## config.mk

```make
export PLATFORM = sky130hd
export DESIGN_NAME = fetch_prefetch_unit
export DESIGN_NICKNAME = d
export VERILOG_FILES = /design/src/rtl/fetch_prefetch_unit.sv
export SDC_FILE = /design/constraint.sdc
export NUM_CORES = 1
export LEC_CHECK = 0
export ABC_AREA = 1
export BUFFER_PORTS_ARGS = -buffer_cell sky130_fd_sc_hd__buf_2
export CAP_MARGIN = 20
export CORE_MARGIN = 8
export CORE_UTILIZATION = 40
export DETAILED_ROUTE_END_ITERATION = 16
export HOLD_SLACK_MARGIN = 0.1
export MAX_ROUTING_LAYER = met4
export RECOVER_POWER = 100
export SLEW_MARGIN = 10
export SYNTH_ARGS = -nofsm -noshare
export SYNTH_HDL_FRONTEND = slang
export SYNTH_SLANG_ARGS = --single-unit
```

## constraint.sdc

```tcl
create_clock -name clk -period 3.7 [get_ports clk]
set_input_delay 0.74 -clock clk [delete_from_list [all_inputs] [get_ports clk]]
set_output_delay 0.74 -clock clk [all_outputs]
set_load 0.005 [all_outputs]
```

## src/rtl/fetch_prefetch_unit.sv

```systemverilog
// Instruction fetch stage: one-outstanding imem fetcher feeding a DEPTH-entry prefetch FIFO
// of {pc, word}, with branch redirect that flushes the FIFO and drops any in-flight response.
//
// state   | meaning
// FETCH   | may issue a request when the FIFO has room
// WAIT    | request accepted, waiting for its rvalid; pushes the word on arrival
// DROP    | request in flight belongs to a flushed path; its rvalid is discarded
module fetch_prefetch_unit #(
   parameter int                DATA_W   = 16,
   parameter int                ADDR_W   = 16,
   parameter int                DEPTH    = 4,
   parameter logic [ADDR_W-1:0] RESET_PC = '0
) (
   input  logic                         clk,
   input  logic                         rst,
   output logic                         imem_req,
   output logic [ADDR_W-1:0]            imem_addr,
   input  logic                         imem_ready,
   input  logic                         imem_rvalid,
   input  logic [DATA_W-1:0]            imem_rdata,
   input  logic                         stall,
   input  logic                         branch_taken,
   input  logic [ADDR_W-1:0]            branch_target,
   output logic                         inst_valid,
   output logic [DATA_W-1:0]            INST,
   output logic [ADDR_W-1:0]            PCOUT,
   output logic [$clog2(DEPTH+1)-1:0]   fifo_count
);

   localparam int PTR_W = $clog2(DEPTH);
   localparam int CNT_W = $clog2(DEPTH+1);
   localparam logic [CNT_W-1:0] DEPTH_C = CNT_W'(DEPTH);

   typedef enum logic [1:0] {
      S_FETCH,
      S_WAIT,
      S_DROP
   } state_t;

   state_t             state;
   logic [ADDR_W-1:0]  fetch_pc;
   logic [ADDR_W-1:0]  req_pc;
   logic [DATA_W-1:0]  data_mem [DEPTH];
   logic [ADDR_W-1:0]  pc_mem   [DEPTH];
   logic [PTR_W-1:0]   wr_ptr;
   logic [PTR_W-1:0]   rd_ptr;
   logic [CNT_W-1:0]   count;
   logic               accept;
   logic               push;
   logic               pop;

   // A redirect suppresses request, push and pop in the same cycle.
   assign imem_req   = !rst && (state == S_FETCH) && (count < DEPTH_C) && !branch_taken;
   assign accept     = imem_req && imem_ready;
   assign push       = (state == S_WAIT) && imem_rvalid && !branch_taken;
   assign pop        = (count != '0) && !stall && !branch_taken;

   assign imem_addr  = fetch_pc;
   assign fifo_count = count;
   assign inst_valid = (count != '0);
   assign INST       = inst_valid ? data_mem[rd_ptr] : '0;
   assign PCOUT      = inst_valid ? pc_mem[rd_ptr]   : '0;

   always_ff @(posedge clk) begin
      if (!rst && push) begin
         data_mem[wr_ptr] <= imem_rdata;
         pc_mem[wr_ptr]   <= req_pc;
      end
   end

   always_ff @(posedge clk) begin
      if (rst) begin
         state    <= S_FETCH;
         fetch_pc <= RESET_PC;
         req_pc   <= '0;
         wr_ptr   <= '0;
         rd_ptr   <= '0;
         count    <= '0;
      end else if (branch_taken) begin
         fetch_pc <= branch_target;
         wr_ptr   <= '0;
         rd_ptr   <= '0;
         count    <= '0;
         // A stale response arriving with the redirect retires the only outstanding request.
         case (state)
            S_WAIT:  state <= imem_rvalid ? S_FETCH : S_DROP;
            S_DROP:  state <= imem_rvalid ? S_FETCH : S_DROP;
            default: state <= S_FETCH;
         endcase
      end else begin
         case (state)
            S_FETCH: begin
               if (accept) begin
                  req_pc   <= fetch_pc;
                  fetch_pc <= fetch_pc + ADDR_W'(1);
                  state    <= S_WAIT;
               end
            end
            S_WAIT:  if (imem_rvalid) state <= S_FETCH;
            S_DROP:  if (imem_rvalid) state <= S_FETCH;
            default: state <= S_FETCH;
         endcase
         if (push) wr_ptr <= wr_ptr + PTR_W'(1);
         if (pop)  rd_ptr <= rd_ptr + PTR_W'(1);
         if (push && !pop)
            count <= count + CNT_W'(1);
         else if (!push && pop)
            count <= count - CNT_W'(1);
      end
   end

endmodule

```

# --- Word-level counts from Yosys, hierarchy flattened ---
# Memory sizes are Yosys's and may differ from the RTL's. A register that Yosys moved wholly into a read port is not among the register bits.
# Index checks and enable logic that the tools add are counted.
op_classes:
  addsub: 5
  n_lt_le_gt_ge: 1
  n_eq_ne: 4
  muxes: 19
  bitwise_logic: 1
  reduce_logical: 26
ops:
  columns: ["cell", "count"]
  rows:
  - ["$mux 16", 5]
  - ["$mux 2", 9]
  - ["$add 16x1->16 const B", 1]
  - ["$logic_and 1x1->1", 11]
  - ["$mux 3", 2]
  - ["$reduce_bool 2->1", 3]
  - ["$logic_not 1->1", 5]
  - ["$add 2x1->2 const B", 2]
  - ["$pmux 2 s2", 1]
  - ["$reduce_and 2->1", 2]
  - ["$reduce_or 2->1", 2]
  - ["$add 3x1->3 const B", 1]
  - ["$lt 3x3->1 const B", 1]
  - ["$ne 3x1->1 const B", 1]
  - ["$ne 3x3->1 const B", 1]
  - ["$reduce_and 3->1", 1]
  - ["$reduce_bool 3->1", 1]
  - ["$sub 3x1->3 const B", 1]
  - ["$eq 2x1->1 const B", 1]
  - ["$eq 2x2->1 const B", 1]
  - ["$logic_not 2->1", 1]
  - ["$mux 1", 2]
  - ["$not 1->1", 1]
word_totals:
  register_bits: 41
  ramBits: 128
  inputBits: 38
  mem_count: 2
mem_list:
  columns: ["memory", "words", "width", "read_ports", "rd_clocked_by_memory_dff", "wr", "line", "source"]
  rows:
  - ["data_mem", 4, 16, 1, 1, 1, "43", "logic [DATA_W-1:0] data_mem [DEPTH];"]
  - ["pc_mem", 4, 16, 1, 1, 1, "44", "logic [ADDR_W-1:0] pc_mem [DEPTH];"]

# --- Logic depth before layout (Yosys ltp) ---
# Gate-level depths: netlist of the first run.
depth:
  word_depth: 8
  ltp_mapped: 13

# --- Worst setup path before layout of the first run ---
# No wires, ideal clock.
synth_timing:
  kind: "input port to flip-flop"
  startpoint: "input rst"
  endpoint: "memory data_mem[0][0], enable pin"
  setup_time_ns: 0.421
  t_arrival_ns: 2.696
  slack_ns: 0.583
  path_stages: 5
  cell_sequence: "buf_4 inv_1 clkbuf_1 nand2_1 nor2_1"
synth_via:
  elab_chain_cells: 4
synth_rtl:
  columns: ["element", "line", "source"]
  rows:
  - ["start, declared", "15", "input logic rst,"]
  - ["$logic_not 1->1", "65", "if (!rst && push) begin"]
  - ["$logic_and 1x1->1", "65", null]
  - ["$mux 1", "65", null]
  - ["$mux 1 (implied by the code)", "66", "data_mem[wr_ptr] <= imem_rdata;"]
  - ["end, declared", "43", null]
# Every way passes these cells.

# --- Final worst setup path of the first run ---
layout_timing:
  startpoint: "input rst"
  endpoint: "memory pc_mem[1][1], enable pin"
layout_via:
  elab_chain_cells: 4
layout_rtl:
  columns: ["element", "line", "source"]
  rows:
  - ["$logic_not 1->1", "65", null]
  - ["$logic_and 1x1->1", "65", null]
  - ["$mux 1", "65", null]
  - ["$mux 1 (implied by the code)", "67", "pc_mem[wr_ptr] <= req_pc;"]
  - ["end, declared", "44", null]
# Every way passes these cells.

==> results of run 1 <==
-- sequential cells by signal (all words and copies together) (netlist names), named ones only --
name and count:
state 2, pc_mem 64, fifo_count 3, wr_ptr 2, req_pc 16, imem_addr 16, rd_ptr 2, data_mem 64
-- kinds of logic (layout without fill, tap and decap cells) --
family / Yosys count / in the layout
and+or+nand+nor: 271 / 271
xor gates and xnor gates: 4 / 4
AOI/OAI and AO/OA: 158 / 158
buffers and inverters: 76 / 174
adders and majority gates: 9 / 9
DFF: 171 / 171
-- where the power goes --
| group | switching, mW | internal (mW) | total [mW] | leakage [nW] |
|---|---|---|---|---|
| registers | 0.0298 | 2.07 | 2.10 | 1.59 |
| clock network | 0.753 | 1.15 | 1.90 | 0.312 |
| logic | 0.0860 | 0.0476 | 0.134 | 1.11 |
| total | 0.869 | 3.27 | 4.13 | 3.01 |
-- per-stage QoR --
step	worst slack [ns]	total power [mW]	util [%]	cells	area, µm²
floorplan	0.583	2.22	-	689	7150
global placement	0.926	2.28	44.0	983	7820
detailed placement	0.854	2.29	44.0	983	7820
CTS	0.570	4.18	47.6	1015	8450
global route	0.180	4.27	46.9	1016	8340
finish	0.328	4.13	46.9	1016	8340
-- area by class of cell --
cell class                 count  area [µm²]
clock buffer                  17         425
clock inverter                15         213
fill                        1658        9440
inverter                      41         154
multi-input combinational    442        2100
sequential                   171        4710
tap                          229         287
timing repair buffer         101         453
-- synth_stat cells (3+ instances only) --
cell type / instances
sky130_fd_sc_hd__a211oi_1: 5
sky130_fd_sc_hd__a21oi_1: 61
sky130_fd_sc_hd__a31oi_1: 3
sky130_fd_sc_hd__buf_2: 9
sky130_fd_sc_hd__buf_6: 6
sky130_fd_sc_hd__clkbuf_1: 17
sky130_fd_sc_hd__dfxtp_1: 43
sky130_fd_sc_hd__edfxtp_1: 128
sky130_fd_sc_hd__ha_1: 8
sky130_fd_sc_hd__inv_1: 37
sky130_fd_sc_hd__inv_2: 3
sky130_fd_sc_hd__nand2_1: 72
sky130_fd_sc_hd__nand3_1: 15
sky130_fd_sc_hd__nor2_1: 169
sky130_fd_sc_hd__nor2_2: 3
sky130_fd_sc_hd__o21ai_0: 79
-- worst max-delay path, stage by stage --
cell and delay, ns:
sky130_fd_sc_hd__clkbuf_1 0.52, sky130_fd_sc_hd__inv_1 0.53, sky130_fd_sc_hd__nand2_1 0.28, sky130_fd_sc_hd__nor2_2 0.79, sky130_fd_sc_hd__clkbuf_2 0.56
-- path summary, 6_finish.rpt --
path / start / end / slack (ns) / cells after the start
hold reg to reg: rd_ptr[1]$_SDFFE_PP0P_ / rd_ptr[1]$_SDFFE_PP0P_ / 0.47 / 2
setup reg to reg: state[1]$_SDFFE_PP0P_ / pc_mem[1][1]$_DFFE_PP_ / 0.84 / 7
setup / recovery: rst / pc_mem[1][1]$_DFFE_PP_ / 0.33 / 5
hold / removal: rd_ptr[1]$_SDFFE_PP0P_ / rd_ptr[1]$_SDFFE_PP0P_ / 0.47 / 2
-- layer usage --
layer  GRT usage, %  wire length [µm]  vias to the layer above
met5              -                 0                        -
met4           4.00                86                        0
met3           4.26               825                       11
met2           23.3              7700                      121
met1           19.2              7450                     2412
li1               -                 -                     2523
==> run_summary.xml, run 1 <==
<?xml version="1.0" encoding="UTF-8"?>
<metrics>
  <group name="run_status">
    <metric name="run_status" unit="">completed</metric>
  </group>
  <group name="routing">
    <metric name="first_pass_iteration_count_of_the_detailed_router" unit="">4</metric>
    <metric name="remaining_drc_errors" unit="">0</metric>
    <metric name="num_vias" unit="">5067</metric>
    <metric name="detail_route.iter0.violations" unit="">267</metric>
    <metric name="post_drt_wl_per_cell" unit="µm">15.8</metric>
    <metric name="drt_via_density" unit="">4.99</metric>
    <metric name="drt.antenna.violating_nets" unit="">0</metric>
    <metric name="wl" unit="mm">16.1</metric>
  </group>
  <group name="die">
    <metric name="core_area" unit="µm²">17800</metric>
    <metric name="floorplan.die_area" unit="µm²">22400</metric>
    <metric name="row_cnt" unit="">49</metric>
    <metric name="die-width" unit="µm">150</metric>
    <metric name="io-pin-count" unit="">91</metric>
    <metric name="initial_utilization" unit="%">40.2</metric>
    <metric name="die_height" unit="µm">150</metric>
  </group>
  <group name="yosys">
    <metric name="ys_ff_latch" unit="">171</metric>
    <metric name="netlist_area" unit="µm²">7150</metric>
    <metric name="synth_compound_gate_area_share" unit="%">11.6</metric>
    <metric name="synth_fa_ha_area_share" unit="%">1.68</metric>
    <metric name="syn-mean-instance-area" unit="µm²">10.4</metric>
    <metric name="main_combinational_cell_family_by_area_after_synthesis" unit="">simple AND/OR/NAND/NOR gates</metric>
    <metric name="post_synth_edffs" unit="">128</metric>
    <metric name="asyncSetResetFlopFracSynth" unit="%">0</metric>
    <metric name="synth_ff_type" unit="">sky130_fd_sc_hd__edfxtp_1</metric>
    <metric name="synth.area.top_cells" unit="">sky130_fd_sc_hd__edfxtp_1 (54%), sky130_fd_sc_hd__dfxtp_1 (12%), sky130_fd_sc_hd__nor2_1 (8.9%)</metric>
    <metric name="synthSimpleGateAreaFrac" unit="%">15.6</metric>
    <metric name="synth-warning-count" unit="">0</metric>
    <metric name="synth_sequential_area_ratio" unit="%">65.8</metric>
    <metric name="syn-num-nets" unit="">736</metric>
    <metric name="cell_taking_the_most_area_after_synthesis" unit="">sky130_fd_sc_hd__edfxtp_1</metric>
    <metric name="synth_top_area_share" unit="%">53.7</metric>
    <metric name="post_synth_xor_area_fraction" unit="%">0.490</metric>
    <metric name="multiplexer_share_of_the_synthesized_area" unit="%">0</metric>
    <metric name="yosysUniqueCellTypes" unit="">40</metric>
    <metric name="number_of_instances_in_the_synthesized_netlist" unit="">689</metric>
  </group>
  <group name="global_route">
    <metric name="grt_max_degree" unit="">65</metric>
    <metric name="first_global_vias" unit="">5128</metric>
    <metric name="grt_pass1_wl" unit="mm">25.8</metric>
    <metric name="globalRouteOverflowTotal" unit="">0</metric>
    <metric name="grt.total_usage" unit="%">15.1</metric>
    <metric name="grt_antenna_before_repair" unit="">0</metric>
  </group>
  <group name="layout">
    <metric name="layout-area-overhead-vs-synth" unit="%">16.6</metric>
    <metric name="layout_commonest_cell" unit="">sky130_fd_sc_hd__nor2_1</metric>
    <metric name="post_route_cells_drive_above_1_share" unit="%">10.7</metric>
    <metric name="ant_diodes" unit="">0</metric>
    <metric name="final_net_count" unit="">821</metric>
    <metric name="layout_common_cells" unit="">sky130_fd_sc_hd__nor2_1 (166), sky130_fd_sc_hd__edfxtp_1 (128), sky130_fd_sc_hd__o21ai_0 (80), sky130_fd_sc_hd__nand2_1 (73), sky130_fd_sc_hd__clkbuf_1 (64)</metric>
  </group>
  <group name="sta">
    <metric name="hold_slack" unit="ns">0.469</metric>
    <metric name="grt_setup_unrepaired" unit="">no</metric>
    <metric name="fin_skew" unit="ns">0.00611</metric>
    <metric name="timing.final.max_slew_violations" unit="">0</metric>
    <metric name="min_period" unit="ns">3.37</metric>
    <metric name="setup_viol_count_final" unit="">0</metric>
    <metric name="final_min_period_over_clock_period" unit="%">91.1</metric>
    <metric name="tns" unit="ns">0</metric>
    <metric name="tightestPinTransition" unit="ns">1.39</metric>
    <metric name="finalHoldViolCount" unit="">0</metric>
    <metric name="max_freq" unit="GHz">0.297</metric>
    <metric name="worst_slew_margin_rel" unit="%">7.44</metric>
  </group>
  <group name="placement">
    <metric name="place.gp.congestion" unit="">0.860</metric>
    <metric name="count_of_port_buffers_added_during_placement" unit="">90</metric>
    <metric name="detailedPlacementHpwl" unit="mm">10.3</metric>
  </group>
  <group name="run">
    <metric name="drv.max_cap_violation_count" unit="">0</metric>
  </group>
  <group name="worst_setup_path">
    <metric name="critical_path.startpoint_type" unit="">primary input</metric>
    <metric name="cp_data_arrival_time" unit="ns">3.44</metric>
    <metric name="cp.required" unit="ns">3.76</metric>
    <metric name="critPathKind" unit="">in -&gt; reg</metric>
    <metric name="crit_fanout" unit="">26</metric>
    <metric name="crit_path_end_kind" unit="">flip-flop</metric>
  </group>
  <group name="clock_tree">
    <metric name="clkLatencyLatePin" unit="ns">0.42</metric>
    <metric name="clk_path_buf_depth" unit="">2</metric>
    <metric name="cts_tree" unit="">done</metric>
    <metric name="cts.repair.resized" unit="">0</metric>
    <metric name="htreeDepth" unit="">4</metric>
    <metric name="cts_root_buf" unit="">sky130_fd_sc_hd__clkbuf_16</metric>
    <metric name="clk_pin_slew_worst_paths" unit="ns">0.07</metric>
    <metric name="cts.sink_count" unit="">171</metric>
    <metric name="cts-hold-fix-buffers" unit="">0</metric>
    <metric name="cts_post_setup_buffers_inserted" unit="">0</metric>
    <metric name="cts_inserted_buffers" unit="">17</metric>
  </group>
  <group name="pwr">
    <metric name="power.leakage" unit="nW">3.01</metric>
    <metric name="vdd_ir_max" unit="mV">0.310</metric>
    <metric name="cellPowerDensity" unit="nW/µm²">496</metric>
  </group>
  <group name="min_path">
    <metric name="holdCritPathClass" unit="">reg -&gt; reg</metric>
  </group>
</metrics>
Power figures use the tool's default switching activity.
==> run 2: changes to the inputs <==
==> constraint.sdc (replaced) <==
create_clock -name clk -period 3.8 [get_ports clk]
set_input_delay 0.76 -clock clk [delete_from_list [all_inputs] [get_ports clk]]
set_output_delay 0.76 -clock clk [all_outputs]
set_load 0.005 [all_outputs]
==> run 2 against run 1 <==
  * Design area shrank 0.71%
  * Clock-buffer cell count grew 7
  * Worst setup slack better by 0.29 ns
  * Flip-flop and latch count is the same
  * Die area is the same
  * Clock power shrank 16%
  * Critical path depth is 2 higher
==> run_summary.xml, run 2 (synthesized netlist as in run 1, its figures left out) <==
<?xml version="1.0" encoding="UTF-8"?>
<metrics>
  <group name="run_status">
    <metric name="run_status" unit="">completed</metric>
  </group>
  <group name="worst_setup_path">
    <metric name="crit_slowest_cell" unit="">sky130_fd_sc_hd__nand3_1</metric>
    <metric name="cp_data_arrival_time" unit="ns">3.48</metric>
    <metric name="regToRegSetupSlack" unit="ns">1.17</metric>
    <metric name="worst_path_dominant_cell_family" unit="">simple AND/OR/NAND/NOR gates</metric>
    <metric name="critPathKind" unit="">in -&gt; reg</metric>
    <metric name="critPathMaxStageDelay" unit="ns">0.74</metric>
    <metric name="timing.critical_path.cells" unit="">clkbuf_1 &gt; nor2_8 &gt; nand3_1 &gt; inv_2 &gt; nand2_1 &gt; o221ai_1 &gt; nor2_1</metric>
    <metric name="critical_path.n_buffers_inverters" unit="">2</metric>
    <metric name="crit_path_end_kind" unit="">flip-flop</metric>
    <metric name="cp.required" unit="ns">4.10</metric>
    <metric name="crit_fanout" unit="">27</metric>
    <metric name="critical_path.startpoint_type" unit="">primary input</metric>
  </group>
  <group name="routing">
    <metric name="num_vias" unit="">5046</metric>
    <metric name="post_drt_wl_per_cell" unit="µm">16.1</metric>
    <metric name="drt.antenna.violating_nets" unit="">0</metric>
    <metric name="detail_route.iter0.violations" unit="">283</metric>
    <metric name="drt_via_density" unit="">4.97</metric>
    <metric name="first_pass_iteration_count_of_the_detailed_router" unit="">5</metric>
    <metric name="remaining_drc_errors" unit="">0</metric>
    <metric name="wl" unit="mm">16.4</metric>
  </group>
  <group name="sta">
    <metric name="final_min_period_over_clock_period" unit="%">83.7</metric>
    <metric name="tns" unit="ns">0</metric>
    <metric name="finalHoldViolCount" unit="">0</metric>
    <metric name="fin_skew" unit="ns">0.00787</metric>
    <metric name="setup_viol_count_final" unit="">0</metric>
    <metric name="min_period" unit="ns">3.18</metric>
    <metric name="worst_slew_margin_rel" unit="%">9.45</metric>
    <metric name="grt_setup_unrepaired" unit="">no</metric>
    <metric name="timing.final.max_slew_violations" unit="">0</metric>
    <metric name="hold_slack" unit="ns">0.476</metric>
    <metric name="max_freq" unit="GHz">0.314</metric>
    <metric name="tightestPinTransition" unit="ns">1.36</metric>
  </group>
  <group name="die">
    <metric name="floorplan.die_area" unit="µm²">22400</metric>
    <metric name="io-pin-count" unit="">91</metric>
    <metric name="die_height" unit="µm">150</metric>
    <metric name="row_cnt" unit="">49</metric>
    <metric name="die-width" unit="µm">150</metric>
    <metric name="core_area" unit="µm²">17800</metric>
    <metric name="initial_utilization" unit="%">40.2</metric>
  </group>
  <group name="placement">
    <metric name="count_of_port_buffers_added_during_placement" unit="">90</metric>
    <metric name="detailedPlacementHpwl" unit="mm">10.7</metric>
    <metric name="placedCellCount" unit="">984</metric>
    <metric name="place.gp.congestion" unit="">0.847</metric>
  </group>
  <group name="clock_tree">
    <metric name="cts_post_setup_buffers_inserted" unit="">0</metric>
    <metric name="cts_tree" unit="">done</metric>
    <metric name="clkLatencyLatePin" unit="ns">0.41</metric>
    <metric name="cts.repair.resized" unit="">0</metric>
    <metric name="clk_path_buf_depth" unit="">2</metric>
    <metric name="cts.sink_count" unit="">171</metric>
    <metric name="cts-hold-fix-buffers" unit="">0</metric>
    <metric name="cts_root_buf" unit="">sky130_fd_sc_hd__clkbuf_16</metric>
    <metric name="htreeDepth" unit="">4</metric>
    <metric name="clk_pin_slew_worst_paths" unit="ns">0.06</metric>
    <metric name="cts_inserted_buffers" unit="">17</metric>
  </group>
  <group name="pwr">
    <metric name="power.leakage" unit="nW">2.96</metric>
    <metric name="vdd_ir_max" unit="mV">0.299</metric>
    <metric name="cellPowerDensity" unit="nW/µm²">455</metric>
    <metric name="fin_total_pwr" unit="mW">3.77</metric>
  </group>
  <group name="global_route">
    <metric name="grt_antenna_before_repair" unit="">0</metric>
    <metric name="grt_max_degree" unit="">65</metric>
    <metric name="grt.total_usage" unit="%">15.2</metric>
    <metric name="grt_pass1_wl" unit="mm">26.0</metric>
    <metric name="globalRouteOverflowTotal" unit="">0</metric>
    <metric name="first_global_vias" unit="">4994</metric>
  </group>
  <group name="layout">
    <metric name="layout_common_cells" unit="">sky130_fd_sc_hd__nor2_1 (165), sky130_fd_sc_hd__edfxtp_1 (128), sky130_fd_sc_hd__o21ai_0 (79), sky130_fd_sc_hd__nand2_1 (72), sky130_fd_sc_hd__clkbuf_1 (72)</metric>
    <metric name="layout_commonest_cell" unit="">sky130_fd_sc_hd__nor2_1</metric>
    <metric name="ant_diodes" unit="">0</metric>
    <metric name="post_route_cells_drive_above_1_share" unit="%">9.78</metric>
    <metric name="layout-area-overhead-vs-synth" unit="%">15.7</metric>
    <metric name="final_net_count" unit="">821</metric>
    <metric name="reg.largest.list" unit="">data_mem x64, pc_mem x64</metric>
    <metric name="fin_cells" unit="">1016</metric>
  </group>
  <group name="min_path">
    <metric name="holdCritPathClass" unit="">reg -&gt; reg</metric>
  </group>
  <group name="run">
    <metric name="drv.max_cap_violation_count" unit="">0</metric>
  </group>
</metrics>
run 2: cell types whose count changed in the layout (fill, tap and decap cells not counted), sizes merged:
| cell | change |
|---|---|
| clkbuf | +4 |
| clkinvlp | +2 |
| buf | +3 |
| inv | -5 |
| bufinv | -3 |
| clkinv | -1 |
run 2: cell type report:
cell class | instances | area [µm²]
Tap cell | 229 | 287
Multi-Input combinational cell | 442 | 2110
Clock buffer | 24 | 472
Fill cell | 1683 | 9500
Sequential cell | 171 | 4710
Inverter | 41 | 154
Timing Repair Buffer | 101 | 482
Clock inverter | 8 | 72.6
run 2: worst reg2reg max path, delay by kind of cell (launching register included):
kind / cells / cell delay, ns
buf+inv: 3 / 0.84
compound gates: 1 / 0.21
flops: 1 / 0.33
simple gates: 4 / 1.02
fa+ha+maj: 1 / 0.14
run 2: metrics by stage:
| stage | setup slack, ns | cell area [µm²] | utilization (%) |
|---|---|---|---|
| after floorplan | 0.663 | 7150 | - |
| after global placement | 0.896 | 7820 | 44.0 |
| after detailed placement | 0.844 | 7840 | 44.1 |
| after CTS | 0.854 | 8390 | 47.2 |
| after global routing | 0.399 | 8280 | 46.6 |
| final | 0.619 | 8280 | 46.6 |
run 2: final timing paths:
check                               from                         to  cells after the start
hold reg to reg   rd_ptr[1]$_SDFFE_PP0P_     rd_ptr[1]$_SDFFE_PP0P_                      2
setup reg to reg   state[0]$_SDFFE_PP0P_  imem_addr[3]$_SDFFE_PP0P_                      9
setup / recovery                     rst  imem_addr[3]$_SDFFE_PP0P_                      7
hold / removal    rd_ptr[1]$_SDFFE_PP0P_     rd_ptr[1]$_SDFFE_PP0P_                      2
run 2: routing by layer:
layer	routed length, µm	vias to the layer above	global-route usage [%]
met4	78	0	3.10
met1	7360	2360	19.2
met2	7740	159	24.0
met5	0	-	-
met3	1190	6	4.57
li1	-	2521	-
run 2: where the power goes:
part / internal, mW / leakage, nW / switching [mW] / total (mW)
clock network: 0.932 / 0.260 / 0.660 / 1.59
logic: 0.0467 / 1.11 / 0.0844 / 0.131
registers: 2.02 / 1.59 / 0.0285 / 2.05
total: 3.00 / 2.96 / 0.773 / 3.77
==> run 3: changes to the inputs <==
==> constraint.sdc (replaced) <==
create_clock -name clk -period 2.8 [get_ports clk]
set_input_delay 0.56 -clock clk [delete_from_list [all_inputs] [get_ports clk]]
set_output_delay 0.56 -clock clk [all_outputs]
set_load 0.005 [all_outputs]
==> run 3 against run 2 <==
  * Clock-buffer cell count fell by 5
  * Utilization stayed put
  * Critical path type is now reg -> out
  * Via count grew 0.46%
  * Largest cell class unchanged
  * Highest routed layer unchanged
  * Cell count fell by 0.30%
  * Largest power group unchanged
  * Wire length down 2.4%
==> run_summary.xml, run 3 (synthesized netlist as in run 1, its figures left out) <==
<?xml version="1.0" encoding="UTF-8"?>
<metrics>
  <group name="die">
    <metric name="row_cnt" unit="">49</metric>
    <metric name="core_area" unit="µm²">17800</metric>
    <metric name="initial_utilization" unit="%">40.2</metric>
    <metric name="floorplan.die_area" unit="µm²">22400</metric>
    <metric name="io-pin-count" unit="">91</metric>
    <metric name="die_height" unit="µm">150</metric>
    <metric name="die-width" unit="µm">150</metric>
  </group>
  <group name="placement">
    <metric name="placedInstanceArea" unit="µm²">7820</metric>
    <metric name="place.gp.congestion" unit="">0.818</metric>
    <metric name="detailedPlacementHpwl" unit="mm">10.3</metric>
    <metric name="count_of_port_buffers_added_during_placement" unit="">90</metric>
  </group>
  <group name="worst_setup_path">
    <metric name="crit_slowest_cell" unit="">sky130_fd_sc_hd__buf_4</metric>
    <metric name="cp.required" unit="ns">2.24</metric>
    <metric name="critical_path.startpoint_type" unit="">flip-flop</metric>
    <metric name="crit_path_end_kind" unit="">primary output</metric>
    <metric name="timing.critical_path.cells" unit="">nor3_1 &gt; buf_4 &gt; a21oi_1 &gt; clkbuf_2</metric>
    <metric name="cp_data_arrival_time" unit="ns">1.90</metric>
    <metric name="critPathMaxStageDelay" unit="ns">0.45</metric>
    <metric name="worst_path_dominant_cell_family" unit="">buffers and inverters</metric>
    <metric name="critical_path.n_buffers_inverters" unit="">2</metric>
    <metric name="critPathKind" unit="">reg -&gt; out</metric>
    <metric name="crit_fanout" unit="">32</metric>
  </group>
  <group name="global_route">
    <metric name="grt_antenna_before_repair" unit="">0</metric>
    <metric name="globalRouteOverflowTotal" unit="">0</metric>
    <metric name="grt_max_degree" unit="">65</metric>
    <metric name="first_global_vias" unit="">5082</metric>
    <metric name="grt_pass1_wl" unit="mm">25.3</metric>
    <metric name="grt.total_usage" unit="%">15.0</metric>
  </group>
  <group name="sta">
    <metric name="tns" unit="ns">0</metric>
    <metric name="final_min_period_over_clock_period" unit="%">87.8</metric>
    <metric name="timing.final.max_slew_violations" unit="">0</metric>
    <metric name="finalHoldViolCount" unit="">0</metric>
    <metric name="grt_setup_unrepaired" unit="">no</metric>
    <metric name="tightestPinTransition" unit="ns">1.03</metric>
    <metric name="setup_viol_count_final" unit="">0</metric>
    <metric name="worst_slew_margin_rel" unit="%">31.0</metric>
    <metric name="hold_slack" unit="ns">0.413</metric>
    <metric name="max_freq" unit="GHz">0.407</metric>
    <metric name="fin_skew" unit="ns">0.0117</metric>
    <metric name="min_period" unit="ns">2.46</metric>
  </group>
  <group name="clock_tree">
    <metric name="cts_root_buf" unit="">sky130_fd_sc_hd__clkbuf_16</metric>
    <metric name="clk_path_buf_depth" unit="">2</metric>
    <metric name="cts_inserted_buffers" unit="">17</metric>
    <metric name="cts.sink_count" unit="">171</metric>
    <metric name="cts.repair.resized" unit="">0</metric>
    <metric name="clk_pin_slew_worst_paths" unit="ns">0.06</metric>
    <metric name="cts_tree" unit="">done</metric>
    <metric name="clkLatencyLatePin" unit="ns">0.42</metric>
    <metric name="htreeDepth" unit="">4</metric>
    <metric name="cts-hold-fix-buffers" unit="">0</metric>
    <metric name="cts_post_setup_buffers_inserted" unit="">0</metric>
  </group>
  <group name="layout">
    <metric name="layout_commonest_cell" unit="">sky130_fd_sc_hd__nor2_1</metric>
    <metric name="post-route-cell-area" unit="µm²">8280</metric>
    <metric name="fillCellCount" unit="">1635</metric>
    <metric name="layout-area-overhead-vs-synth" unit="%">15.7</metric>
    <metric name="layout_common_cells" unit="">sky130_fd_sc_hd__nor2_1 (165), sky130_fd_sc_hd__edfxtp_1 (128), sky130_fd_sc_hd__o21ai_0 (80), sky130_fd_sc_hd__nand2_1 (73), sky130_fd_sc_hd__clkbuf_1 (64)</metric>
    <metric name="sequential_cell_area" unit="µm²">4710</metric>
    <metric name="post_route_cells_drive_above_1_share" unit="%">9.44</metric>
    <metric name="ant_diodes" unit="">0</metric>
    <metric name="utilization" unit="%">46.6</metric>
    <metric name="final_net_count" unit="">820</metric>
    <metric name="total_area_of_multi_input_combinational_cells" unit="µm²">2110</metric>
    <metric name="reg.largest.list" unit="">data_mem x64, pc_mem x64</metric>
  </group>
  <group name="routing">
    <metric name="drt_via_density" unit="">5.00</metric>
    <metric name="post_drt_wl_per_cell" unit="µm">15.8</metric>
    <metric name="drt.antenna.violating_nets" unit="">0</metric>
    <metric name="detail_route.iter0.violations" unit="">302</metric>
    <metric name="wl" unit="mm">16.0</metric>
    <metric name="remaining_drc_errors" unit="">0</metric>
    <metric name="first_pass_iteration_count_of_the_detailed_router" unit="">5</metric>
    <metric name="num_vias" unit="">5069</metric>
  </group>
  <group name="pwr">
    <metric name="fin_total_pwr" unit="mW">5.21</metric>
    <metric name="vdd_ir_max" unit="mV">0.468</metric>
    <metric name="power.leakage" unit="nW">2.97</metric>
    <metric name="cellPowerDensity" unit="nW/µm²">629</metric>
  </group>
  <group name="run">
    <metric name="drv.max_cap_violation_count" unit="">0</metric>
  </group>
  <group name="run_status">
    <metric name="run_status" unit="">completed</metric>
  </group>
  <group name="min_path">
    <metric name="holdCritPathClass" unit="">in -&gt; reg</metric>
  </group>
</metrics>
## run 3: final timing paths
kind                                            startpoint  slack (ns)  cells after the start                   endpoint
worst min-delay path                        imem_rdata[14]        0.41                      1  data_mem[2][14]$_DFFE_PP_
worst min register to register      rd_ptr[0]$_SDFFE_PP0P_        0.48                      1     rd_ptr[0]$_SDFFE_PP0P_
worst max-delay path            fifo_count[2]$_SDFFE_PP0P_        0.34                      4                  PCOUT[15]
worst max register to register       state[1]$_SDFFE_PP0P_        0.38                      7   data_mem[3][6]$_DFFE_PP_
## run 3: layout make-up
type	count	area share, %
Tap cell	229	3.46
Timing Repair Buffer	100	5.61
Clock inverter	11	1.56
Sequential cell	171	56.8
Multi-Input combinational cell	442	25.4
Clock buffer	19	5.23
Inverter	41	1.86
## run 3: stage by stage
step                cells  setup WS [ns]
floorplan             689         -0.137
global placement      982          0.398
detailed placement    983          0.353
CTS                  1013          0.310
global route         1013          0.150
finish               1013          0.341
## run 3: metal layers
metal  part of all wire [%]  vias to the layer above  track usage (%)
met4                   0.65                        0             4.75
met3                    6.7                       11             4.41
li1                       -                     2515                -
met1                     45                     2378             18.2
met2                     47                      165             23.6
met5                      0                        -                -
## run 3: power breakdown
group	internal, mW	leakage [nW]	switching, mW
clock	1.37	0.271	0.878
sequential	2.74	1.59	0.0370
combinational	0.0650	1.10	0.115
total	4.18	2.97	1.03
## run 3: worst register-to-register path, cell delays in order, from the launching register on
cell                       delay [ns]
sky130_fd_sc_hd__dfxtp_1         0.32
sky130_fd_sc_hd__inv_1           0.09
sky130_fd_sc_hd__ha_1            0.15
sky130_fd_sc_hd__nand2_1         0.10
sky130_fd_sc_hd__nor2_1          0.21
sky130_fd_sc_hd__nand2_1         0.08
sky130_fd_sc_hd__clkbuf_1        0.23
sky130_fd_sc_hd__nor2_4          0.84
